## src/rtl/ball_renderer.sv

```systemverilog
// -----------------------------------------------------------------------------
// ball_renderer
//
// Turns each new ball position into a stream of single-pixel writes for a VGA
// adapter. The previous ball square is erased in the background colour, then
// the new square is drawn in the ball colour. A full-screen clear sweeps every
// visible pixel in the background colour on request.
//
// Ports
//   clock       in   1  system clock, all state on rising edge
//   reset       in   1  asynchronous, active-low reset
//   pos_valid   in   1  new-position strobe, accepted only while ready=1
//   xpos        in   8  ball top-left x, sampled on acceptance
//   ypos        in   8  ball top-left y, sampled on acceptance
//   clear_req   in   1  full-screen clear request, accepted only while ready=1
//   ready       out  1  1 = idle, can accept pos_valid or clear_req
//   vga_x       out  8  pixel x
//   vga_y       out  7  pixel y
//   vga_colour  out  3  pixel colour
//   vga_plot    out  1  1 = write vga_x/vga_y/vga_colour this cycle
//   frame_done  out  1  one-cycle pulse when an update or clear completes
//
// Timing model: every output is registered from the *next* state, so the
// registered state always names the operation whose pixel is currently on the
// outputs. An operation accepted on one edge shows its first pixel right after
// that edge; the counters hold the offset of the pixel being shown.
// -----------------------------------------------------------------------------
module ball_renderer #(
  parameter int unsigned BALL_SIZE   = 2,
  parameter logic [2:0]  BALL_COLOUR = 3'b111,
  parameter logic [2:0]  BG_COLOUR   = 3'b000,
  parameter int unsigned SCREEN_W    = 160,
  parameter int unsigned SCREEN_H    = 120
) (
  input  logic       clock,
  input  logic       reset,
  input  logic       pos_valid,
  input  logic [7:0] xpos,
  input  logic [7:0] ypos,
  input  logic       clear_req,
  output logic       ready,
  output logic [7:0] vga_x,
  output logic [6:0] vga_y,
  output logic [2:0] vga_colour,
  output logic       vga_plot,
  output logic       frame_done
);

  typedef enum logic [2:0] {
    S_IDLE,
    S_ERASE,
    S_DRAW,
    S_CLEAR,
    S_DONE
  } state_t;

  // Counters and coordinate sums share one 9-bit width so that ball offsets
  // added to a top-left near the screen edge never wrap back on screen.
  localparam logic [8:0] LAST_OFS = 9'(BALL_SIZE - 1);
  localparam logic [8:0] LAST_X   = 9'(SCREEN_W - 1);
  localparam logic [8:0] LAST_Y   = 9'(SCREEN_H - 1);
  localparam logic [8:0] SCR_W    = 9'(SCREEN_W);
  localparam logic [8:0] SCR_H    = 9'(SCREEN_H);

  // Registered state
  state_t     r_state;
  logic [8:0] r_cx;
  logic [8:0] r_cy;
  logic [7:0] r_new_x;
  logic [7:0] r_new_y;
  logic [7:0] r_old_x;
  logic [7:0] r_old_y;
  logic       r_have_old;
  logic       r_from_clear;

  // Registered outputs
  logic       r_ready;
  logic [7:0] r_vga_x;
  logic [6:0] r_vga_y;
  logic [2:0] r_vga_colour;
  logic       r_vga_plot;
  logic       r_frame_done;

  // Next-state / next-pixel decode
  state_t     w_state_n;
  logic [8:0] w_cx_n;
  logic [8:0] w_cy_n;
  logic [7:0] w_base_x;
  logic [7:0] w_base_y;
  logic [2:0] w_colour;
  logic       w_emit;
  logic       w_latch_new;
  logic       w_start_clear;
  logic       w_last_ball;
  logic       w_last_clear;
  logic [8:0] w_px;
  logic [8:0] w_py;
  logic       w_on_screen;

  assign w_last_ball  = (r_cx == LAST_OFS) && (r_cy == LAST_OFS);
  assign w_last_clear = (r_cx == LAST_X)   && (r_cy == LAST_Y);

  // NOTE: every signal driven here gets a default before the case statement;
  // a path that forgets one would otherwise infer a latch.
  always_comb begin
    w_state_n     = r_state;
    w_cx_n        = r_cx;
    w_cy_n        = r_cy;
    w_base_x      = r_new_x;
    w_base_y      = r_new_y;
    w_colour      = BALL_COLOUR;
    w_emit        = 1'b0;
    w_latch_new   = 1'b0;
    w_start_clear = 1'b0;

    case (r_state)
      S_IDLE: begin
        if (clear_req) begin
          // Clear wins over a same-cycle position, which is simply dropped.
          w_state_n     = S_CLEAR;
          w_cx_n        = '0;
          w_cy_n        = '0;
          w_base_x      = '0;
          w_base_y      = '0;
          w_colour      = BG_COLOUR;
          w_emit        = 1'b1;
          w_start_clear = 1'b1;
        end else if (pos_valid) begin
          w_latch_new = 1'b1;
          w_cx_n      = '0;
          w_cy_n      = '0;
          w_emit      = 1'b1;
          if (r_have_old) begin
            w_state_n = S_ERASE;
            w_base_x  = r_old_x;
            w_base_y  = r_old_y;
            w_colour  = BG_COLOUR;
          end else begin
            // First pixel comes straight from the inputs; the new-position
            // registers are only written on this same edge.
            w_state_n = S_DRAW;
            w_base_x  = xpos;
            w_base_y  = ypos;
          end
        end
      end

      S_ERASE: begin
        w_emit = 1'b1;
        if (w_last_ball) begin
          w_state_n = S_DRAW;
          w_cx_n    = '0;
          w_cy_n    = '0;
        end else begin
          w_base_x = r_old_x;
          w_base_y = r_old_y;
          w_colour = BG_COLOUR;
          if (r_cx == LAST_OFS) begin
            w_cx_n = '0;
            w_cy_n = r_cy + 9'd1;
          end else begin
            w_cx_n = r_cx + 9'd1;
          end
        end
      end

      S_DRAW: begin
        if (w_last_ball) begin
          w_state_n = S_DONE;
        end else begin
          w_emit = 1'b1;
          if (r_cx == LAST_OFS) begin
            w_cx_n = '0;
            w_cy_n = r_cy + 9'd1;
          end else begin
            w_cx_n = r_cx + 9'd1;
          end
        end
      end

      S_CLEAR: begin
        if (w_last_clear) begin
          w_state_n = S_DONE;
        end else begin
          w_base_x = '0;
          w_base_y = '0;
          w_colour = BG_COLOUR;
          w_emit   = 1'b1;
          if (r_cx == LAST_X) begin
            w_cx_n = '0;
            w_cy_n = r_cy + 9'd1;
          end else begin
            w_cx_n = r_cx + 9'd1;
          end
        end
      end

      S_DONE: begin
        w_state_n = S_IDLE;
      end

      default: begin
        w_state_n = S_IDLE;
      end
    endcase
  end

  // Off-screen pixels still consume their cycle but are not plotted, so the
  // update length does not depend on the ball position.
  assign w_px        = {1'b0, w_base_x} + w_cx_n;
  assign w_py        = {1'b0, w_base_y} + w_cy_n;
  assign w_on_screen = w_emit && (w_px < SCR_W) && (w_py < SCR_H);

  // NOTE: sequential state uses non-blocking assignments only, so every
  // register here sees the pre-edge value of every other register.
  always_ff @(posedge clock or negedge reset) begin
    if (!reset) begin
      r_state      <= S_IDLE;
      r_cx         <= '0;
      r_cy         <= '0;
      r_new_x      <= '0;
      r_new_y      <= '0;
      r_old_x      <= '0;
      r_old_y      <= '0;
      r_have_old   <= 1'b0;
      r_from_clear <= 1'b0;
      r_ready      <= 1'b1;
      r_vga_x      <= '0;
      r_vga_y      <= '0;
      r_vga_colour <= '0;
      r_vga_plot   <= 1'b0;
      r_frame_done <= 1'b0;
    end else begin
      r_state      <= w_state_n;
      r_cx         <= w_cx_n;
      r_cy         <= w_cy_n;
      r_ready      <= (w_state_n == S_IDLE);
      r_frame_done <= (w_state_n == S_DONE);
      r_vga_plot   <= w_on_screen;

      // Pixel bus holds its last value whenever nothing is plotted.
      if (w_on_screen) begin
        r_vga_x      <= w_px[7:0];
        r_vga_y      <= w_py[6:0];
        r_vga_colour <= w_colour;
      end

      if (w_latch_new) begin
        r_new_x <= xpos;
        r_new_y <= ypos;
      end

      if (w_start_clear) begin
        r_from_clear <= 1'b1;
        r_have_old   <= 1'b0;
      end

      // Leaving DONE: a finished update becomes the square to erase next time;
      // a finished clear leaves nothing on screen to erase.
      if (r_state == S_DONE) begin
        r_from_clear <= 1'b0;
        if (!r_from_clear) begin
          r_old_x    <= r_new_x;
          r_old_y    <= r_new_y;
          r_have_old <= 1'b1;
        end
      end
    end
  end

  assign ready      = r_ready;
  assign vga_x      = r_vga_x;
  assign vga_y      = r_vga_y;
  assign vga_colour = r_vga_colour;
  assign vga_plot   = r_vga_plot;
  assign frame_done = r_frame_done;

endmodule

```

## config.mk

```make
export PLATFORM = sky130hd
export DESIGN_NAME = ball_renderer
export DESIGN_NICKNAME = d
export VERILOG_FILES = /design/src/rtl/ball_renderer.sv
export SDC_FILE = /design/constraint.sdc
export NUM_CORES = 1
export LEC_CHECK = 0
export CAP_MARGIN = 25
export CORE_MARGIN = 4
export CORE_UTILIZATION = 45
export DETAILED_ROUTE_END_ITERATION = 10
export GPL_TIMING_DRIVEN = 0
export PLACE_DENSITY = 0.74
export SETUP_SLACK_MARGIN = 0.02
export SLEW_MARGIN = 20
export SYNTH_ARGS = -nofsm -noshare
export SYNTH_HDL_FRONTEND = slang
export SYNTH_SLANG_ARGS = --single-unit
```

## constraint.sdc

```tcl
create_clock -name clock -period 4.67 [get_ports clock]
set_input_delay 1.1675 -clock clock [delete_from_list [all_inputs] [get_ports clock]]
set_output_delay 1.1675 -clock clock [all_outputs]
set_load 0.005 [all_outputs]
```

==> key figures, run 1 <==
Setup path
  – Worst Setup Start Kind: input pin
  – Critical Path End Type: register
  – CP max stage delay: 0.38 ns
  – WS Path Type: input pin to register
  – Critical Path RT: 4.90 ns
  – CP delay by family, top: compound AO/OA/AOI/OAI gates
  – Critical Path Fanout Max: 5
  – Worst path arrival time: 4.99 ns
  – Worst-path cell chain: buf_2 > nor4_4 > nor2_4 > o31a_1 > o311ai_4 > clkbuf_8 > buf_4 > a222oi_1 > inv_1 > ha_4 > nor2b_4 > o2111ai_2 > a31oi_2 > o32a_1 > mux2_4 > a2111oi_4 > o311ai_4 > buf_6 > mux2_4
  – Slowest-stage cell, CP: a222oi_1
  – CP bufs+invs: 5

Clocking
  – Longest Clk Path Bufs: 2
  – Root buffer cell: clkbuf_8
  – Worst-Skew Late Latency: 0.35 ns
  – CTS buffer count: 9
  – CTS tree: built
  – H-tree levels: 3
  – CTS sink cnt: 74
  – Worst-path clk slew: 0.07 ns

Place
  – Final GP Congestion: 0.937
  – Port Buf Inserts: 40
  – Final HPWL DP: 8080 um
  – Placed cell areas: 5150 sq um

Synthesis
  – Yosys warning count: 0
  – Top_reg_cell synth: dfrtp_1
  – Synth Net Count: 471
  – Yosys cell types: 60
  – Number of synthesized flops with an enable pin: 0
  – Synthesized area per cell: 10.3 sq um
  – #FFs+latches synth: 74
  – Mapped Cells: 429
  – Register area share after synthesis: 41.9%
  – Netlist Area Pre-Place: 4430 sq um
  – Ys async rst share: 100%

Power and ir drop
  – Pleak: 2.75 nW
  – VDD IR max: 0.231 mV
  – Power density cells: 199 nW/um^2

Floorplanning
  – Initial core utilization: 47.0%
  – # rows: 35
  – Die area: 11500 sq um
  – Die height: 107 um
  – Die width: 107 um
  – Num ports: 41
  – Core area: 9420 sq um

Hold path
  – Hold Path Class: register to register

Detailed routing
  – Starting DRT DRC Count: 228
  – Routed wire per std cell: 18.1 um
  – Routed wire length: 12100 um
  – Drt drc: 0
  – DR pass1 iterations: 6
  – Vias: 3897
  – Vias/cell: 5.82
  – DRT antenna net count: 0

STA
  – Hold slack: 0.512 ns
  – Max-slew headroom: 54.4%
  – Max Freq: 0.210 GHz
  – Clk_skew: 0.0119 ns
  – Fin crit share: 102%
  – Slew Viols, Final: 0
  – Tightest Pin Transition: 0.683 ns
  – Fin. Hold Viols: 0
  – Worst setup margin: -0.0933 ns
  – RSZ-0062 raised after global routing: yes
  – Final setup vio count: 16
  – Fin crit period: 4.76 ns

Cells and area
  – Flip-flop and latch area: 1860 sq um
  – Fraction of layout cells with a size suffix above 1: 33.5%
  – FILL cells: 721
  – Area Growth Syn to Fin: 34.9%
  – Multi-input gate area: 2630 sq um
  – Fin nets: 579
  – Diodes inserted: 0
  – Design Area, Final: 5970 sq um

GRT
  – Initial antenna violation count: 0
  – Vias in the first global route: 3934
  – Tot GR Track Use: 21.7%
  – First-pass GRT wire length: 19800 um
  – Final global-route overflow total: 0
  – Pin count of the biggest net entering global routing: 53

Run status
  – Outcome: finished, violations left
  – Failing checks: setup timing

Run
  – Max_cap viols: 0
-- per-layer routing --
metal / up-vias / GRT usage, % / routed length, um
met4: 0 / 8.49 / 301
li1: 1789 / - / -
met5: - / 0 / 0
met3: 32 / 4.58 / 745
met1: 1921 / 27.2 / 5010
met2: 155 / 36.6 / 6090
-- through the flow --
stage / total power, mW / setup WS [ns] / utilization (%) / instances / TNS (ns)
3_5_place_dp: 0.703 / -1.56 / 54.7 / 600 / -24.06
4_1_cts: 1.20 / 0.00853 / 61.6 / 663 / 0
3_3_place_gp: 0.699 / -1.52 / 54.4 / 598 / -30.46
2_1_floorplan: 0.666 / 0.0226 / - / 429 / 0
6_report: 1.19 / -0.0933 / 63.4 / 670 / -1.02
5_1_grt: 1.23 / -0.301 / 63.4 / 670 / -4.30
-- area by class of cell --
class	instances	area share, %
repair buffers	99	14.8
plain buffers	16	1.66
inverters	39	2.45
multi-input cells	298	44.1
clock inverters	5	0.922
flip-flops and latches	74	31.1
clock buffers	10	2.31
well taps	129	2.70
-- repair_timing --
item                                    in CTS  in global routing
pin swaps                                   13                 11
hold buffers                                 0                  0
setup buffers                               48                 13
resized for setup                           32                 29
endpoints found under the setup margin      17                 18
gates cloned                                 0                  1
-- Yosys cell counts (5+ instances only) --
cell type	number	share of area, %
xor2_1	8	1.6
mux2_4	5	1.7
mux2_2	40	10
nand3_1	14	1.6
nor2_1	27	2.3
ha_1	20	5.7
clkbuf_1	12	1.0
nand2_1	25	2.1
inv_1	39	3.3
o21bai_1	7	1.2
xnor2_1	8	1.6
nor3_1	6	0.68
o21ai_0	20	2.3
nor2b_1	5	0.71
a21oi_1	18	2.0
nand4_1	7	0.99
dfrtp_1	73	41
a222oi_1	16	3.6
mux2i_1	5	1.1
-- sequential cells by signal, summed over array words and instances (netlist names), 3 cells and up --
signal / cells
r_old_x: 8
vga_x: 8
vga_y: 7
r_old_y: 8
r_state: 3
r_new_y: 8
r_cy: 9
r_new_x: 8
r_cx: 9
-- path summary, 6_finish.rpt --
path / cells after the start / endpoint / start / slack [ns]
max in group asynchronous: 2 / r_cx[0] / reset / 3.38
min in group asynchronous: 1 / r_state[2] / reset / 0.71
setup reg to reg: 22 / vga_x[6] / r_cx[1] / -0.06
hold / removal: 1 / vga_y[5] / vga_y[5] / 0.51
setup / recovery: 19 / vga_x[6] / pos_valid / -0.09
hold reg to reg: 1 / vga_y[5] / vga_y[5] / 0.51
-- cell usage in the layout, fill, tap and decap left out, drive strengths merged, types with 3 or more instances in the layout --
cell type,netlist,layout
a211oi,4,4
a21oi,18,18
a222oi,16,16
a31oi,3,3
and3,4,4
buf,6,68
clkbuf,12,20
clkdlybuf4s50,0,37
dfrtp,73,73
ha,20,20
inv,39,39
mux2,46,46
mux2i,5,5
nand2,25,25
nand3,14,14
nand4,7,7
nor2,27,27
nor2b,5,5
nor3,6,6
nor3b,4,4
nor4,4,4
nor4b,5,5
o2111ai,4,4
o21a,3,3
o21ai,21,21
o21bai,7,7
o31ai,4,4
or3,3,3
xnor2,8,8
xor2,8,8
-- logic make-up (layout without fill, tap and decap cells) --
logic type / Yosys count / in the layout / share of synthesized area (%)
flops: 74 / 74 / 41.9
buf+inv: 57 / 169 / 5.23
xor+xnor: 16 / 16 / 3.17
mux: 51 / 51 / 13.3
compound gates: 97 / 97 / 16.7
simple gates: 112 / 112 / 13.2
fa+ha+maj: 22 / 22 / 6.56
-- power by group --
group	switching [mW]	internal [mW]	total, mW	leakage [nW]
Clock	0.244	0.257	0.501	0.0941
Combinational	0.0200	0.0197	0.0396	1.71
Sequential	0.00383	0.646	0.649	0.952
Total	0.268	0.922	1.19	2.75
Power figures use the tool's default switching activity.
==> run 2: changes to the inputs <==
CELL_PAD_IN_SITES_DETAIL_PLACEMENT = 0   (was default)
CELL_PAD_IN_SITES_GLOBAL_PLACEMENT = 1   (was default)
CORE_UTILIZATION = 41   (was 45)
MAX_ROUTING_LAYER = met4   (was default)
PLACE_DENSITY = 0.82   (was 0.74)
REMOVE_ABC_BUFFERS = 1   (was default)
==> run 2 against run 1 <==
Compared with the run above:
- the flow still finishes with violations (setup timing)
- worst setup slack gained 0.028 ns
- largest power group unchanged
- die area grew 9.0%
- final cell count shrank 0.60%
==> key figures, run 2 (same netlist as run 1, synthesis figures left out) <==
Place
  – Final HPWL DP: 7400 um
  – Port Buf Inserts: 40
  – Placed cell areas: 5000 sq um
  – Final GP Congestion: 0.859
  – # placed instances: 592
  – Place WS: -2.36 ns

STA
  – RSZ-0062 raised after global routing: yes
  – Max Freq: 0.211 GHz
  – Tightest Pin Transition: 0.858 ns
  – Worst setup margin: -0.0651 ns
  – Fin crit period: 4.74 ns
  – Clk_skew: 0.00575 ns
  – Setup_tns: -0.506 ns
  – Final setup vio count: 13
  – Slew Viols, Final: 0
  – Max-slew headroom: 42.7%
  – Hold slack: 0.500 ns
  – Fin. Hold Viols: 0
  – Fin crit share: 101%

Clocking
  – CTS buffer count: 9
  – Longest Clk Path Bufs: 2
  – Worst-Skew Late Latency: 0.35 ns
  – Hold-fix buffers, CTS: 0
  – CTS tree: built
  – CTS sink cnt: 74
  – Worst-path clk slew: 0.08 ns
  – H-tree levels: 3
  – Root buffer cell: clkbuf_8

Setup path
  – Slowest-stage cell, CP: a222oi_1
  – CP max stage delay: 0.51 ns
  – Critical Path Fanout Max: 8
  – Worst path arrival time: 4.97 ns
  – Crit Reg-Reg Startpoint: r_cx[1]
  – Critical Path End Type: register
  – WS Path Type: input pin to register
  – Most used cell along the critical path: o311ai_4
  – Critical Path RT: 4.91 ns
  – Worst Setup Start Kind: input pin
  – Worst-path cell chain: buf_4 > nor4_4 > nor2_2 > o31a_1 > o311ai_4 > buf_6 > a222oi_1 > inv_1 > ha_2 > inv_2 > fa_2 > nand2b_4 > a211oi_4 > nor3_2 > o21bai_1 > a21o_1 > a2111oi_4 > o311ai_4 > buf_8 > mux2_4
  – Worst reg-to-reg setup slack: -0.04 ns
  – RR Endpoint: vga_x[3]
  – Reg2reg path depth: 21

Power and ir drop
  – Power share of the combinational group: 3.2%
  – Seq pwr share: 51.2%
  – Power density cells: 213 nW/um^2
  – Pleak: 2.76 nW
  – Power Internal: 996 uW
  – VDD IR max: 0.162 mV
  – Total chip power: 1.27 mW
  – P_sw: 271 uW
  – Sw Ratio: 21.4%
  – Clock power share: 45.6%

Cells and area
  – FILL cells: 888
  – Fraction of layout cells with a size suffix above 1: 33.8%
  – Design Area, Final: 5950 sq um
  – Top flop regs: r_cx: 9 flops, r_cy: 9 flops
  – Multi-input gate area: 2640 sq um
  – Diodes inserted: 0
  – Most frequent cells in the layout: dfrtp_1, buf_4, mux2_2
  – Fin nets: 567
  – Flip-flop and latch area: 1860 sq um
  – Final Non-Filler Cells: 666
  – Final core utilization: 57.1%
  – Area Growth Syn to Fin: 34.4%
  – Commonest non-fill, non-tap cell in the layout: dfrtp_1

GRT
  – Vias in the first global route: 3857
  – Final global-route overflow total: 0
  – First-pass GRT wire length: 19400 um
  – Initial antenna violation count: 0
  – Tot GR Track Use: 19.8%
  – Pin count of the biggest net entering global routing: 50

Detailed routing
  – Vias/cell: 5.67
  – DRT antenna net count: 0
  – DR pass1 iterations: 7
  – Routed wire per std cell: 17.5 um
  – Vias: 3773
  – Starting DRT DRC Count: 309
  – Routed wire length: 11600 um
  – Drt drc: 0

Run status
  – Failing checks: setup timing
  – Outcome: finished, violations left

Floorplanning
  – Die width: 112 um
  – # rows: 37
  – Die area: 12500 sq um
  – Core area: 10400 sq um
  – Initial core utilization: 42.5%
  – Die height: 112 um
  – Num ports: 41

Hold path
  – Hold Crit Endpoint: vga_y[4]
  – HP Start: vga_y[4]
  – Hold Path Class: register to register
  – Hold Path Stages: 1

Run
  – Max_cap viols: 0
==> run 2: how the worst max path moves through the flow <==
stage          slack (ns)  startpoint  endpoint
2_1_floorplan       -0.68   clear_req  vga_y[4]
3_3_place_gp        -2.92   clear_req  vga_y[4]
3_5_place_dp        -2.36   clear_req  vga_x[4]
4_1_cts             -0.09     r_cx[1]  vga_x[7]
5_1_grt             -0.30     r_cx[1]  vga_y[4]
6_report            -0.07   pos_valid  vga_x[3]
==> run 2: repair_timing <==
item | in CTS | in global routing
gates resized for setup | 43 | 29
gates cloned | 1 | 0
endpoints found under the setup margin | 17 | 18
hold endpoints to repair | 0 | 0
setup buffers | 53 | 7
pin swaps | 24 | 23
==> run 2: worst max-delay path, delay by kind of cell <==
family / cells / cell delay (ns)
AND/OR/NAND/NOR: 4 / 0.54
multiplexers: 1 / 0.29
AO/OA/AOI/OAI: 8 / 1.91
buffers and inverters: 5 / 0.64
adder cells (fa/ha/maj): 2 / 0.41
==> run 2: metal layers <==
layer | up-vias | global-route usage [%] | routed length, um
met5 | - | - | 0
met4 | 0 | 6.81 | 182
met3 | 17 | 3.59 | 522
met2 | 105 | 32.1 | 5810
met1 | 1887 | 24.8 | 5130
li1 | 1764 | - | -
==> run 2: area by class of cell <==
| cell class | instances | area share (%) |
|---|---|---|
| sequential | 74 | 31.2 |
| timing repair buffer | 103 | 15.3 |
| clock buffer | 12 | 2.61 |
| clock inverter | 4 | 1.24 |
| multi-input combinational | 298 | 44.3 |
| inverter | 39 | 2.46 |
| tap | 136 | 2.86 |
==> run 2: power by group through the flow <==
| stage | sequential, mW | combinational (mW) | clock (mW) |
|---|---|---|---|
| 2_1_floorplan | 0.661 | 0.00505 | 0 |
| 3_3_place_gp | 0.661 | 0.0369 | 0 |
| 3_5_place_dp | 0.662 | 0.0412 | 0 |
| 4_1_cts | 0.649 | 0.0407 | 0.592 |
| 5_1_grt | 0.650 | 0.0450 | 0.620 |
| 6_report | 0.649 | 0.0400 | 0.578 |
==> run 3: changes to the inputs <==
CORE_UTILIZATION = 45   (was 41)
PLACE_DENSITY = 0.85   (was 0.82)
clock period = 4.6 ns   (was 4.67 ns; I/O delays follow)
==> run 3 against run 2 <==
Compared with the run above:
- the run still ends with setup timing left
- worst hold slack better by 0.0060 ns
- sequential share of layout area down 0.079 points
- sequential power up 2%
- routed wire length down 0.78%
==> key figures, run 3 (same netlist as run 1, synthesis figures left out) <==
Setup path
  – Most used cell along the critical path: buf_6
  – Worst path arrival time: 4.95 ns
  – Critical Path Fanout Max: 7
  – Critical Path RT: 4.83 ns
  – WS Path Type: input pin to register
  – Critical Path End Type: register
  – Slowest-stage cell, CP: a2111oi_4
  – Worst Setup Start Kind: input pin
  – CP max stage delay: 0.37 ns
  – CP bufs+invs: 5
  – Worst-path cell chain: buf_6 > nor4_4 > nor2_2 > o31a_1 > o311ai_4 > buf_6 > buf_6 > a222oi_1 > buf_4 > fa_2 > nor2b_4 > o2111ai_4 > a31oi_4 > o32a_1 > mux2_4 > a2111oi_4 > o311ai_4 > buf_12 > mux2_1
  – CP delay by family, top: compound AO/OA/AOI/OAI gates

STA
  – Max Freq: 0.212 GHz
  – Final setup vio count: 14
  – Clk_skew: 0.00742 ns
  – Worst setup margin: -0.119 ns
  – Fin crit period: 4.72 ns
  – Slew Viols, Final: 0
  – Max-slew headroom: 52.6%
  – Fin crit share: 103%
  – Setup_tns: -1.31 ns
  – Hold slack: 0.506 ns
  – Tightest Pin Transition: 0.701 ns
  – Fin. Hold Viols: 0
  – RSZ-0062 raised after global routing: yes

Clocking
  – CTS buffer count: 9
  – Worst-path clk slew: 0.08 ns
  – CTS tree: built
  – Longest Clk Path Bufs: 2
  – Root buffer cell: clkbuf_8
  – CTS sink cnt: 74
  – H-tree levels: 3
  – Worst-Skew Late Latency: 0.35 ns

Place
  – Final HPWL DP: 7300 um
  – Place WS: -2.42 ns
  – Port Buf Inserts: 40
  – # placed instances: 585
  – Final GP Congestion: 0.920

Run
  – Max_cap viols: 0

GRT
  – Pin count of the biggest net entering global routing: 51
  – Tot GR Track Use: 21.4%
  – Initial antenna violation count: 0
  – Final global-route overflow total: 0
  – First-pass GRT wire length: 18900 um
  – Vias in the first global route: 3724

Detailed routing
  – Vias/cell: 5.70
  – Routed wire per std cell: 17.9 um
  – Routed wire length: 11500 um
  – Starting DRT DRC Count: 269
  – Vias: 3680
  – DRT antenna net count: 0
  – Drt drc: 0
  – DR pass1 iterations: 5

Cells and area
  – Final Non-Filler Cells: 646
  – Diodes inserted: 0
  – Commonest non-fill, non-tap cell in the layout: dfrtp_1
  – Fraction of layout cells with a size suffix above 1: 35.2%
  – Top flop regs: r_cx: 9 flops, r_cy: 9 flops
  – Area Growth Syn to Fin: 34.8%
  – Fin nets: 554
  – Most frequent cells in the layout: dfrtp_1, mux2_2, buf_4

Floorplanning
  – # rows: 35
  – Die area: 11500 sq um
  – Initial core utilization: 47.0%
  – Num ports: 41
  – Core area: 9420 sq um
  – Die width: 107 um
  – Die height: 107 um

Run status
  – Outcome: finished, violations left
  – Failing checks: setup timing

Hold path
  – Hold Path Class: register to register

Power and ir drop
  – Pleak: 2.72 nW
  – Power density cells: 198 nW/um^2
  – VDD IR max: 0.266 mV
[run 3: cell types whose count changed in the layout (fill, tap and decap cells not counted), sizes merged]
cell | previous run | this run
clkbuf | 12 | 10
bufinv | 2 | 0
clkinv | 2 | 0
buf | 66 | 52
inv | 39 | 43
clkinvlp | 0 | 3
[run 3: final timing paths]
| kind | slack [ns] | endpoint | depth (start not counted) | from |
|---|---|---|---|---|
| max | -0.12 | vga_y[4] | 19 | pos_valid |
| min in group asynchronous | 0.70 | r_new_y[5] | 1 | reset |
| max reg2reg | -0.10 | vga_y[4] | 20 | r_cx[1] |
| max in group asynchronous | 3.29 | ready | 2 | reset |
| min | 0.51 | vga_y[4] | 1 | vga_y[4] |
| min reg2reg | 0.51 | vga_y[4] | 1 | vga_y[4] |
[run 3: through the flow]
step	power, mW	instance area [sq um]	utilization (%)
after global placement	0.709	4900	52.1
after floorplan	0.676	4340	-
after global routing	1.23	5960	63.3
after CTS	1.19	5790	61.5
final	1.18	5960	63.3
after detailed placement	0.713	4990	53.0
[run 3: what timing repair did]
action / 4_1_cts / 5_1_grt
buffers inserted: 36 / 9
hold buffers: 0 / 0
endpoints found under the setup margin: 17 / 17
endpoints found under the hold margin: 0 / 0
gates cloned: 1 / 0
gates resized for setup: 71 / 31
pin swaps: 31 / 25
[run 3: report_power, final]
group | switching, mW | internal [mW]
logic | 0.0197 | 0.0208
registers | 0.00393 | 0.655
clock network | 0.277 | 0.205
[run 3: cell type report]
| class | count | area, sq um |
|---|---|---|
| clock buffers | 9 | 124 |
| clock inverters | 7 | 60.1 |
| fillers | 728 | 3450 |
| inverters | 39 | 146 |
| multi-input cells | 298 | 2770 |
| flip-flops and latches | 74 | 1860 |
| well taps | 129 | 161 |
| repair buffers | 90 | 851 |
[run 3: per-layer routing]
layer | up-vias | part of all wire [%] | global-route usage (%)
met5 | - | 0 | -
met4 | 0 | 0.94 | 5.02
met3 | 10 | 4.1 | 3.85
met2 | 106 | 51 | 35.7
met1 | 1820 | 44 | 27.3
li1 | 1744 | - | -
